$ cat src/rtl/current_direction_fsm.sv
// current_direction_fsm
//   Classifies IEEE 754 single-precision battery current samples as
//   positive (charging), negative (discharging), zero (idle) or bad
//   (Inf/NaN), debounces the class, and tracks the resulting direction
//   state with a saturating dwell counter.
//
// Ports
//   clk        rising-edge clock
//   rst        asynchronous active-high reset
//   in_valid   qualifies in_data for one cycle
//   in_data    float32 current sample
//   fault_clr  request to leave FAULT (ignored elsewhere)
//   state      IDLE=00, CHARGING=01, DISCHARGING=10, FAULT=11
//   state_chg  one-cycle pulse after every state change
//   dwell      accepted samples since the current state was entered
//   gt/lt/eq   registered class of the last accepted sample
module current_direction_fsm #(
  parameter int DEBOUNCE = 4,
  parameter int DWELL_W  = 16
) (
  input  logic               clk,
  input  logic               rst,
  input  logic               in_valid,
  input  logic [31:0]        in_data,
  input  logic               fault_clr,
  output logic [1:0]         state,
  output logic               state_chg,
  output logic [DWELL_W-1:0] dwell,
  output logic               gt,
  output logic               lt,
  output logic               eq
);

  localparam logic [1:0] IDLE        = 2'b00;
  localparam logic [1:0] CHARGING    = 2'b01;
  localparam logic [1:0] DISCHARGING = 2'b10;
  localparam logic [1:0] FAULT       = 2'b11;

  localparam logic [1:0] CLS_ZERO = 2'd0;
  localparam logic [1:0] CLS_POS  = 2'd1;
  localparam logic [1:0] CLS_NEG  = 2'd2;
  localparam logic [1:0] CLS_BAD  = 2'd3;

  localparam logic [3:0] DEB = 4'(DEBOUNCE);

  logic [1:0] cand;
  logic [3:0] run;

  logic [1:0] cls;
  logic [1:0] tgt;
  logic [3:0] run_nxt;

  // Denormals are folded into ZERO: they are far below any meaningful
  // current and must not trip a direction change.
  function automatic logic [1:0] classify(input logic [31:0] d);
    logic [1:0] c;
    if (d[30:23] == 8'hFF)      c = CLS_BAD;
    else if (d[30:23] == 8'h00) c = CLS_ZERO;
    else if (d[31])             c = CLS_NEG;
    else                        c = CLS_POS;
    return c;
  endfunction

  function automatic logic [3:0] run_sat_inc(input logic [3:0] r);
    return (r >= DEB) ? DEB : r + 4'd1;
  endfunction

  function automatic logic [DWELL_W-1:0] dwell_sat_inc(input logic [DWELL_W-1:0] d);
    return (&d) ? d : d + DWELL_W'(1);
  endfunction

  always_comb begin
    cls = classify(in_data);
    case (cls)
      CLS_POS: tgt = CHARGING;
      CLS_NEG: tgt = DISCHARGING;
      CLS_BAD: tgt = FAULT;
      default: tgt = IDLE;
    endcase
    run_nxt = (cls == cand) ? run_sat_inc(run) : 4'd1;
  end

  always_ff @(posedge clk or posedge rst) begin
    if (rst) begin
      state     <= IDLE;
      state_chg <= 1'b0;
      dwell     <= '0;
      gt        <= 1'b0;
      lt        <= 1'b0;
      eq        <= 1'b0;
      cand      <= CLS_ZERO;
      run       <= 4'd0;
    end else begin
      state_chg <= 1'b0;
      if (in_valid) begin
        gt <= (cls == CLS_POS);
        lt <= (cls == CLS_NEG);
        eq <= (cls == CLS_ZERO);
        if (cls == CLS_BAD) begin
          // BAD bypasses debounce and beats a simultaneous fault_clr.
          state     <= FAULT;
          state_chg <= (state != FAULT);
          dwell     <= (state != FAULT) ? '0 : dwell_sat_inc(dwell);
          cand      <= CLS_BAD;
          run       <= 4'd0;
        end else if (state == FAULT) begin
          if (fault_clr) begin
            state     <= IDLE;
            state_chg <= 1'b1;
            dwell     <= '0;
            cand      <= CLS_ZERO;
            run       <= 4'd0;
          end else begin
            cand  <= cls;
            run   <= run_nxt;
            dwell <= dwell_sat_inc(dwell);
          end
        end else begin
          cand <= cls;
          run  <= run_nxt;
          if (run_nxt == DEB && tgt != state) begin
            state     <= tgt;
            state_chg <= 1'b1;
            dwell     <= '0;
          end else begin
            dwell <= dwell_sat_inc(dwell);
          end
        end
      end else if (state == FAULT && fault_clr) begin
        state     <= IDLE;
        state_chg <= 1'b1;
        dwell     <= '0;
        cand      <= CLS_ZERO;
        run       <= 4'd0;
      end
    end
  end

endmodule

$ cat config.mk
export PLATFORM = sky130hd
export DESIGN_NAME = current_direction_fsm
export DESIGN_NICKNAME = d
export VERILOG_FILES = /design/src/rtl/current_direction_fsm.sv
export SDC_FILE = /design/constraint.sdc
export NUM_CORES = 1
export LEC_CHECK = 0
export CORE_AREA = 2 2 76 78
export CTS_CLUSTER_SIZE = 10
export DETAILED_ROUTE_END_ITERATION = 8
export DIE_AREA = 0 0 78 80
export SYNTH_ARGS = -nofsm -noshare
export SYNTH_HDL_FRONTEND = slang
export SYNTH_SLANG_ARGS = --single-unit
export TNS_END_PERCENT = 20
$ cat constraint.sdc
create_clock -name clk -period 1.7 [get_ports clk]
set_input_delay 0.17 -clock clk [delete_from_list [all_inputs] [get_ports clk]]
set_output_delay 0.17 -clock clk [all_outputs]
set_load 0.01 [all_outputs]
==> key figures, run 1 <==
Outcome
  – Status: finished, violations left
  – Failing checks: setup timing

Floorplanning
  – Ports: 58
  – DIE WIDTH: 78 um
  – CORE AREA: 0.00541 mm^2
  – Total die area: 0.00624 mm^2
  – Num rows: 27
  – Die H: 80 um
  – Starting Density: 0.314

Layout
  – Final Net Count: 313
  – Layout cells sized above 1: 0.347
  – Core Util, Final: 0.487
  – Antenna diode count: 0
  – Layout area overhead: 55.1%

Routing
  – Via density: 5.06
  – Iter 0 DRT Violations: 91
  – DR pass1 iterations: 4
  – # DRC: 0
  – Post-route ant nets: 0
  – DR WL/cell: 13.7 um
  – Final wirelength: 4730 um
  – Via count of the routed design: 1751

GRT
  – First-pass GRT wire length: 8220 um
  – Antenna violations before repair: 0
  – Number of global-route vias before repair: 1684
  – Total track usage: 0.162
  – Largest net degree at the start of global routing: 29
  – Grt total ovfl: 0

Clock network
  – Total CTS buffers: 3
  – H-tree levels: 1
  – Hold-fix buffers, CTS: 0
  – CTS tree: done
  – Clk Latency, worst-skew pair: 270 ps
  – Count of clock tree sinks: 28
  – Maximum root-to-sink buffer count: 2
  – Clock transition at path regs: 100 ps
  – Root buffer cell: clkbuf_8

Power
  – Power Dens Cells: 844 mW/mm^2
  – Max IR drop VDD: 0.000464 V
  – Total power: 2220 uW
  – Lkg Pwr: 0.00115 uW

Placement
  – Dpl hpwl: 3470 um
  – IO buf count: 34
  – Placer Congestion: 0.826

Setup path
  – Worst-path cell with the longest stage delay: or4_4
  – Worst R2R Start: run[1]$_DFFE_PP0P_
  – Worst EP arrival: 2150 ps
  – Critical Path Start Type: primary input
  – Crit path capture type: register
  – Crit-path most repeated cell: buf_6
  – FF-to-FF setup slack: -230 ps
  – Worst EP required: 1870 ps
  – Crit path max fanout: 15
  – Buffers & Inverters on Critical Path: 3
  – R2r endpoint: dwell[12]$_DFFE_PP0P_
  – Critical path's top delay family: simple AND/OR/NAND/NOR gates
  – Worst-path cell chain: buf_6 -> or4_4 -> buf_6 -> or3_1 -> o21ai_1 -> a211o_2 -> a21oi_4 -> buf_12 -> a21o_1 -> a22o_1
  – Crit path largest cell delay: 570 ps
  – Worst r2r path cells: 9
  – Critical path class: in2reg

Synth
  – Syn. warnings: 0
  – Ranking of synthesized cells by area: dfrtp_1, o21ai_0, a21oi_1
  – Post-synth EDFFs: 0
  – Count leader, synth: dfrtp_1
  – Yosys top cell by area: dfrtp_1
  – Top cell type's share of synthesized area: 0.413
  – Mapped Area: 0.00170 mm^2
  – Post-synth top cells: dfrtp_1, o21ai_0, a21oi_1
  – Count of cell types in the netlist: 42
  – #FFs+latches synth: 28
  – Synth Area per Inst: 8.79 um^2
  – Post-Synthesis Cells: 193
  – Main synth FF type: dfrtp_1
  – Share of flip-flops with an asynchronous set or reset: 1.00
  – Syn Nets: 231
  – Register area share after synthesis: 0.413

Timing
  – Max Freq: 0.504 GHz
  – Min Tclk post-route: 1980 ps
  – Fin. Hold Viols: 0
  – Setup Skew: 2.29 ps
  – Slew HR: 0.752
  – Worst Setup Slack, final: -285 ps
  – Slew @ Worst Pin: 373 ps
  – Final Setup Violations: 22
  – Final Cycle Share: 1.17
  – Final Max Slew Viols: 0
  – RSZ-0062 raised after global routing: yes

Flow run
  – Number of max-cap violations: 0

Hold path
  – Worst Hold Class: in2async
per-stage QoR:
stage | setup TNS (ps) | hold slack [ps] | instances | setup WS (ps) | cell area (um^2)
after floorplan | -5090 | 235 | 193 | -319 | 1730
after global placement | -17150 | 490 | 338 | -816 | 2490
after detailed placement | -17660 | 499 | 338 | -856 | 2490
after CTS | -4980 | 270 | 347 | -300 | 2610
after global routing | -5370 | 301 | 346 | -326 | 2630
final | -4110 | 266 | 346 | -285 | 2630
worst reg2reg max path, stage by stage, from the launching register on:
cell,delay [ps]
dfrtp_1,390
ha_1,300
nand3b_1,170
nand2_2,80
o211ai_2,100
a21oi_4,210
a21oi_4,90
buf_12,160
a21o_1,150
a22o_1,170
where the power goes:
part | switching [uW] | total (uW) | internal, uW
registers | 62.3 | 834 | 771
logic | 460 | 966 | 506
clock network | 213 | 421 | 207
cell type report:
type	count	area [um^2]
multi-input combinational	143	996
timing repair buffer	86	741
clock buffer	4	55.1
sequential	28	701
inverter	13	48.8
fill	519	2770
tap	72	90.1
registers in the layout, indices dropped and copies added, names as in the netlist:
register,flops
cand,2
dwell,16
eq,1
gt,1
lt,1
run,4
state,2
state_chg,1
layer usage:
| metal | part of all wire | track usage |
|---|---|---|
| met3 | 0.027 | 0.0136 |
| met2 | 0.47 | 0.253 |
| met5 | 0 | 0 |
| met1 | 0.50 | 0.242 |
| met4 | 0.0061 | 0.0386 |
worst max path at each step:
| stage | to | from | cells past startpoint | slack (ps) |
|---|---|---|---|---|
| 2_1_floorplan | dwell[3]$_DFFE_PP0P_ | in_data[28] | 8 | -320 |
| 3_3_place_gp | dwell[12]$_DFFE_PP0P_ | in_data[25] | 9 | -820 |
| 3_5_place_dp | dwell[8]$_DFFE_PP0P_ | in_data[25] | 9 | -860 |
| 4_1_cts | dwell[4]$_DFFE_PP0P_ | in_data[29] | 10 | -300 |
| 5_1_grt | dwell[7]$_DFFE_PP0P_ | in_data[29] | 10 | -330 |
| 6_report | dwell[12]$_DFFE_PP0P_ | in_data[29] | 10 | -280 |
layout by cell type (no fill, tap or decap), types with 2 or more instances in the layout:
cell              n
and4_1            2
and3_1            7
o31ai_1           4
o22ai_1           4
or4_4             3
buf_4            48
nand4_1           7
a21oi_2           5
a21o_1            2
nand2_1          11
dfrtp_1          28
buf_12            2
nand3_2           3
a22o_1            2
nand3_1          11
o22ai_2           2
clkdlybuf4s50_1  26
buf_6             4
nand2_2           2
nand3b_1          2
inv_1            13
or2_2             2
ha_1              2
and2_1            4
nor2_1           10
clkbuf_8          4
nand2b_1          2
a31oi_1           5
a21oi_1          11
o21ai_1           4
a21oi_4           3
o21ai_0          16
clkbuf_2          2
a41oi_2           2
buf_2             3
what timing repair did:
action,4_1_cts,5_1_grt
buffers inserted,4,1
pin swaps,12,11
setup endpoints to repair,22,22
cloned,1,0
resized for setup,32,18
endpoints found under the hold margin,0,0
kinds of logic after synthesis:
group | share of synthesized area
AND/OR/NAND/NOR | 0.229
AO/OA/AOI/OAI | 0.271
flip-flops | 0.413
buffers and inverters | 0.0597
multiplexers | 0.0125
adder cells (fa/ha/maj) | 0.0147
No activity file was read; power rests on OpenSTA's default activity.
==> run 2: changes to the inputs <==
CTS_CLUSTER_DIAMETER = 100   (was default)
==> results of run 2 <==
The final DEF is identical to that of run 1; final timing and power are the same.
